$ cat config.mk
export PLATFORM = sky130hd
export DESIGN_NAME = ram_port_arbiter_flat
export DESIGN_NICKNAME = d
export VERILOG_FILES = /design/src/rtl/ram_port_arbiter_if.sv /design/src/rtl/ram_port_arbiter.sv /design/src/flat_wrapper.sv
export SDC_FILE = /design/constraint.sdc
export NUM_CORES = 1
export LEC_CHECK = 0
export ABC_AREA = 1
export CELL_PAD_IN_SITES_DETAIL_PLACEMENT = 1
export CELL_PAD_IN_SITES_GLOBAL_PLACEMENT = 2
export CORE_ASPECT_RATIO = 0.6
export CORE_MARGIN = 8
export CORE_UTILIZATION = 20
export CTS_BUF_LIST = sky130_fd_sc_hd__clkbuf_16
export CTS_CLUSTER_SIZE = 14
export DETAILED_ROUTE_END_ITERATION = 8
export PLACE_DENSITY = 0.88
export REMOVE_ABC_BUFFERS = 1
export SYNTH_ARGS = -nofsm -noshare
export SYNTH_HDL_FRONTEND = slang
export SYNTH_SLANG_ARGS = --single-unit
$ cat constraint.sdc
create_clock -name clka -period 1.2 [get_ports clka]
set_input_delay 0.12 -clock clka [delete_from_list [all_inputs] [get_ports clka]]
set_output_delay 0.12 -clock clka [all_outputs]
set_load 0.005 [all_outputs]
$ cat src/rtl/ram_port_arbiter_if.sv
// Requester and RAM-port bundle for ram_port_arbiter; the arbiter takes the slave side.
interface ram_port_arbiter_if #(
  parameter int ADDR_W = 5,
  parameter int DATA_W = 8
);
  logic              r0_req;
  logic              r0_we;
  logic [ADDR_W-1:0] r0_addr;
  logic [DATA_W-1:0] r0_wdata;
  logic              r0_ack;
  logic [DATA_W-1:0] r0_rdata;
  logic              r0_rvalid;

  logic              r1_req;
  logic              r1_we;
  logic [ADDR_W-1:0] r1_addr;
  logic [DATA_W-1:0] r1_wdata;
  logic              r1_ack;
  logic [DATA_W-1:0] r1_rdata;
  logic              r1_rvalid;

  logic              ena;
  logic              wea;
  logic [ADDR_W-1:0] addra;
  logic [DATA_W-1:0] dina;
  logic [DATA_W-1:0] douta;

  modport slave (
    input  r0_req, r0_we, r0_addr, r0_wdata,
    output r0_ack, r0_rdata, r0_rvalid,
    input  r1_req, r1_we, r1_addr, r1_wdata,
    output r1_ack, r1_rdata, r1_rvalid,
    output ena, wea, addra, dina,
    input  douta
  );

  modport master (
    output r0_req, r0_we, r0_addr, r0_wdata,
    input  r0_ack, r0_rdata, r0_rvalid,
    output r1_req, r1_we, r1_addr, r1_wdata,
    input  r1_ack, r1_rdata, r1_rvalid,
    input  ena, wea, addra, dina,
    output douta
  );
endinterface

$ cat src/rtl/ram_port_arbiter.sv
// Two-requester round-robin arbiter in front of a single-port block RAM,
// with a tagged read-return pipeline matched to the RAM read latency.
module ram_port_arbiter #(
  parameter int ADDR_W = 5,
  parameter int DATA_W = 8,
  parameter int RD_LAT = 1
) (
  input  logic                clka,
  input  logic                rst,
  ram_port_arbiter_if.slave   bus
);

  logic              elig0, elig1;
  logic              grant0, grant1;
  logic              ptr;
  logic [RD_LAT-1:0] pv, pid;
  logic [RD_LAT:0]   pv_nxt, pid_nxt;

  // The top bit of each *_nxt vector is the pipeline head; the rest is the shifted state.
  always_comb begin
    elig0   = bus.r0_req & ~bus.r0_ack;
    elig1   = bus.r1_req & ~bus.r1_ack;
    grant0  = elig0 & (~elig1 | ~ptr);
    grant1  = elig1 & (~elig0 |  ptr);
    pv_nxt  = {pv,  bus.ena & ~bus.wea};
    pid_nxt = {pid, bus.r1_ack};
  end

  always_ff @(posedge clka) begin
    if (rst) begin
      bus.ena       <= 1'b0;
      bus.wea       <= 1'b0;
      bus.addra     <= '0;
      bus.dina      <= '0;
      bus.r0_ack    <= 1'b0;
      bus.r1_ack    <= 1'b0;
      bus.r0_rvalid <= 1'b0;
      bus.r1_rvalid <= 1'b0;
      bus.r0_rdata  <= '0;
      bus.r1_rdata  <= '0;
      ptr           <= 1'b0;
      pv            <= '0;
      pid           <= '0;
    end else begin
      bus.ena    <= grant0 | grant1;
      bus.wea    <= (grant0 & bus.r0_we) | (grant1 & bus.r1_we);
      bus.r0_ack <= grant0;
      bus.r1_ack <= grant1;
      if (grant0) begin
        bus.addra <= bus.r0_addr;
        bus.dina  <= bus.r0_wdata;
        ptr       <= 1'b1;
      end else if (grant1) begin
        bus.addra <= bus.r1_addr;
        bus.dina  <= bus.r1_wdata;
        ptr       <= 1'b0;
      end

      pv  <= pv_nxt[RD_LAT-1:0];
      pid <= pid_nxt[RD_LAT-1:0];

      bus.r0_rvalid <= pv_nxt[RD_LAT] & ~pid_nxt[RD_LAT];
      bus.r1_rvalid <= pv_nxt[RD_LAT] &  pid_nxt[RD_LAT];
      if (pv_nxt[RD_LAT]) begin
        if (pid_nxt[RD_LAT]) bus.r1_rdata <= bus.douta;
        else                 bus.r0_rdata <= bus.douta;
      end
    end
  end

endmodule

$ cat src/flat_wrapper.sv
// flat-port wrapper written by rule: the top's interface ports become plain ports
module ram_port_arbiter_flat 
#(
  parameter int ADDR_W = 5,
  parameter int DATA_W = 8,
  parameter int RD_LAT = 1
)
  (clka, rst, bus_r0_req, bus_r0_we, bus_r0_addr, bus_r0_wdata, bus_r0_ack, bus_r0_rdata, bus_r0_rvalid, bus_r1_req, bus_r1_we, bus_r1_addr, bus_r1_wdata, bus_r1_ack, bus_r1_rdata, bus_r1_rvalid, bus_ena, bus_wea, bus_addra, bus_dina, bus_douta);
  ram_port_arbiter_if #(.ADDR_W(ADDR_W), .DATA_W(DATA_W)) bus_i ();
  input  logic clka;
  input  logic rst;
  input wire logic [$bits(bus_i.r0_req)-1:0] bus_r0_req;
  input wire logic [$bits(bus_i.r0_we)-1:0] bus_r0_we;
  input wire logic [$bits(bus_i.r0_addr)-1:0] bus_r0_addr;
  input wire logic [$bits(bus_i.r0_wdata)-1:0] bus_r0_wdata;
  output wire logic [$bits(bus_i.r0_ack)-1:0] bus_r0_ack;
  output wire logic [$bits(bus_i.r0_rdata)-1:0] bus_r0_rdata;
  output wire logic [$bits(bus_i.r0_rvalid)-1:0] bus_r0_rvalid;
  input wire logic [$bits(bus_i.r1_req)-1:0] bus_r1_req;
  input wire logic [$bits(bus_i.r1_we)-1:0] bus_r1_we;
  input wire logic [$bits(bus_i.r1_addr)-1:0] bus_r1_addr;
  input wire logic [$bits(bus_i.r1_wdata)-1:0] bus_r1_wdata;
  output wire logic [$bits(bus_i.r1_ack)-1:0] bus_r1_ack;
  output wire logic [$bits(bus_i.r1_rdata)-1:0] bus_r1_rdata;
  output wire logic [$bits(bus_i.r1_rvalid)-1:0] bus_r1_rvalid;
  output wire logic [$bits(bus_i.ena)-1:0] bus_ena;
  output wire logic [$bits(bus_i.wea)-1:0] bus_wea;
  output wire logic [$bits(bus_i.addra)-1:0] bus_addra;
  output wire logic [$bits(bus_i.dina)-1:0] bus_dina;
  input wire logic [$bits(bus_i.douta)-1:0] bus_douta;
  assign bus_i.r0_req = bus_r0_req;
  assign bus_i.r0_we = bus_r0_we;
  assign bus_i.r0_addr = bus_r0_addr;
  assign bus_i.r0_wdata = bus_r0_wdata;
  assign bus_r0_ack = bus_i.r0_ack;
  assign bus_r0_rdata = bus_i.r0_rdata;
  assign bus_r0_rvalid = bus_i.r0_rvalid;
  assign bus_i.r1_req = bus_r1_req;
  assign bus_i.r1_we = bus_r1_we;
  assign bus_i.r1_addr = bus_r1_addr;
  assign bus_i.r1_wdata = bus_r1_wdata;
  assign bus_r1_ack = bus_i.r1_ack;
  assign bus_r1_rdata = bus_i.r1_rdata;
  assign bus_r1_rvalid = bus_i.r1_rvalid;
  assign bus_ena = bus_i.ena;
  assign bus_wea = bus_i.wea;
  assign bus_addra = bus_i.addra;
  assign bus_dina = bus_i.dina;
  assign bus_i.douta = bus_douta;
  ram_port_arbiter #(.ADDR_W(ADDR_W), .DATA_W(DATA_W), .RD_LAT(RD_LAT)) u_core (.clka(clka), .rst(rst), .bus(bus_i));
endmodule
==> out/metrics.yaml <==
clock_skew_ns: 0.00528
fin_crit_ns: 1.14
final_net_count: 341
max-slew-margin-rel: 0.810
grt_pass1_wl_mm: 8.90
clkTransAtPathRegs_ns: 0.06
period_share: 0.952
die-height_um: 84.0
cpLargestDelayFamily: "simple AND/OR/NAND/NOR gates"
layoutNonFillerInstCount: 406
worstRegToRegCells: 6
gp_congestion: 0.722
port-buffer-count: 74
crit_required_ns: 1.37
gr-total-overflow: 0
antenna_found_initial: 0
row_count: 24
status: "finished clean"
maxSlewViolCount: 0
hpwl_mm: 4.40
boundaryPins: 75
dr.first_iter.drc_count: 50
initial_utilization: 0.209
n_antenna_cell: 0
first_pass_iters: 4
postCtsHoldBufs: 0
htree_levels: 2
grt_pass1_vias: 1730
grt_usage: 0.102
crit_path_end_kind: "register"
syn_area_per_cell_sq_um: 7.16
min_from: "bus_r0_req"
maxCapViolations: 0
vias_per_cell: 4.04
die_area_sq_mm: 0.0109
path_cells: "nor2_4, buf_6, nor3_4, buf_4, nand2_1, nand2_1"
power.total_mw: 3.37
leakage_nw: 1.31
drc_errors: 0
synth_cell_types: 19
drive_gt1_frac: 0.113
cts_root_buf: "clkbuf_16"
critPathBufInv: 2
clock_sinks: 38
drtAntennaViolNets: 0
ys_ff_latch: 38
synth.cell_area_sq_mm: 0.00154
core_sq_mm: 0.00736
drt-total-wl_mm: 5.45
num_vias: 1641
critical_path_class: "reg -> reg"
cts_tree: "built"
yosysWarnings: 0
cp_max_fo: 6
die_w_um: 129
yosysSeqAreaShare: 0.494
wl_per_cell_um: 13.4
numPlacedInstances: 397
fmax_ghz: 0.875
syn2layout_area_growth_pct: 69.5
rrSetupSlack_ns: 0.06
clk_latency_ns: 0.27
p_per_area_mw_per_mm2: 1290
clk_path_buf_depth: 2
timing.final.hold_violations: 0
worstHoldPathType: "in -> reg"
cp-start-kind: "register"
holdPathStages: 4
cts_made_buffers: 5
n_fill_cell: 908
max_stage_delay_ns: 0.34
tightest_slew_ns: 0.284
syn_inst: 215
r2r_start: "u_core.bus.r0_ack"
finalSetupViolations: 0
peakVddDrop_mv: 0.526
worstHoldEndpoint: "u_core.bus.ena"
grt_start_max_net_pins: 20
critPathArrivalTime_ns: 1.31
cp_common_cell: "nand2_1"
cp_slowest_cell: "dfxtp_2"
r2r-end: "u_core.bus.addra[1]"
-- kinds of logic (layout without fill, tap and decap cells) --
family,after synthesis,count (layout),share of synthesized area
buffers and inverters,42,129,0.115
DFF,38,38,0.494
AOI/OAI and AO/OA,18,18,0.0609
and+or+nand+nor,117,117,0.331
-- registers in the layout, summed over array words and instances, names as in the netlist --
register / flops
u_core.bus.dina: 8
u_core.bus.r0_rdata: 8
u_core.bus.r1_rdata: 8
u_core.bus.addra: 5
u_core.bus.ena: 1
u_core.bus.r0_ack: 1
u_core.bus.r0_rvalid: 1
u_core.bus.r1_ack: 1
u_core.bus.r1_rvalid: 1
u_core.bus.wea: 1
u_core.pid: 1
u_core.ptr: 1
u_core.pv: 1
-- cells in the final DEF, fill, tap and decap left out --
| cell | n |
|---|---|
| nand2_1 | 78 |
| clkdlybuf4s50_1 | 38 |
| dfxtp_1 | 36 |
| dlygate4sd2_1 | 35 |
| inv_1 | 30 |
| nand3_1 | 26 |
| a21oi_1 | 16 |
| buf_4 | 10 |
| nor2_1 | 6 |
| clkbuf_16 | 5 |
| inv_2 | 4 |
| buf_6 | 3 |
| clkinv_2 | 2 |
| dfxtp_2 | 2 |
| a21oi_2 | 1 |
| nand3_2 | 1 |
| nor2_4 | 1 |
| nand2_8 | 1 |
| nor3_4 | 1 |
| nor2_2 | 1 |
| nand2_2 | 1 |
| o21ai_0 | 1 |
| nor3b_1 | 1 |
| bufinv_16 | 1 |
| dlymetal6s2s_1 | 1 |
-- layout make-up --
class                   instances  area [sq um]  share of cell area
flip-flops and latches         38           763               0.292
clock inverters                 3          40.0              0.0153
multi-input cells             135           617               0.236
inverters                      34           128              0.0489
well taps                     104           130              0.0498
clock buffers                   5           125              0.0479
repair buffers                 87           808               0.310
-- report_power, final --
group / internal [mW] / switching, mW / leakage [nW]
combinational: 0.278 / 0.234 / 0.912
sequential: 1.34 / 0.0415 / 0.312
clock: 0.972 / 0.505 / 0.0836
total: 2.59 / 0.781 / 1.31
-- stage by stage --
stage	utilization	cell area [sq um]	hold WS, ns	worst slack (ns)	TNS (ns)
CTS	0.350	2580	0.380	0.0554	0
global route	0.355	2610	0.365	-0.00613	-0.0100
detailed placement	0.333	2450	0.423	-0.237	-4.26
finish	0.355	2610	0.330	0.0575	0
floorplan	-	1490	0.189	0.00170	0
global placement	0.333	2450	0.412	-0.172	-3.51
-- worst max-delay path by stage --
stage	from	cells after the start	end
after floorplan	u_core.bus.r1_ack	6	u_core.bus.addra[0]
after global placement	bus_r0_req	7	u_core.bus.dina[6]
after detailed placement	bus_r0_req	7	u_core.bus.dina[6]
after CTS	bus_r0_req	7	u_core.bus.dina[6]
after global routing	u_core.bus.r0_ack	6	u_core.bus.addra[1]
final	u_core.bus.r0_ack	6	u_core.bus.addra[1]
-- tightest hold or removal path, cell delays in order --
cell,delay (ns)
dlymetal6s2s_1,0.14
nand2_1,0.09
a21oi_2,0.06
buf_4,0.15
-- timing repair --
| item | 4_1_cts | 5_1_grt |
|---|---|---|
| setup buffers | 0 | 1 |
| hold endpoints to repair | 0 | 0 |
| pin swaps | 0 | 1 |
| gates resized for setup | 37 | 7 |
| endpoints found under the setup margin | 35 | 10 |
-- cell usage after synthesis (all sizes together) --
cell type / instances / area, sq um
o21ai: 1 / 5.00
dfxtp: 38 / 761
nand2: 80 / 310
inv: 34 / 128
a21oi: 17 / 88.8
nor3: 1 / 16.3
nor2: 8 / 40.0
buf: 8 / 48.8
nand3: 27 / 135
nor3b: 1 / 7.51
-- per-layer routing --
layer,wire length [um],share of wire,vias up,global-route usage
li1,-,-,826,-
met2,2620,0.48,39,0.171
met1,2450,0.45,774,0.123
met5,0,0,-,0
met3,337,0.062,2,0.0325
met4,36,0.0066,0,0.0233
Power figures use the tool's default switching activity.
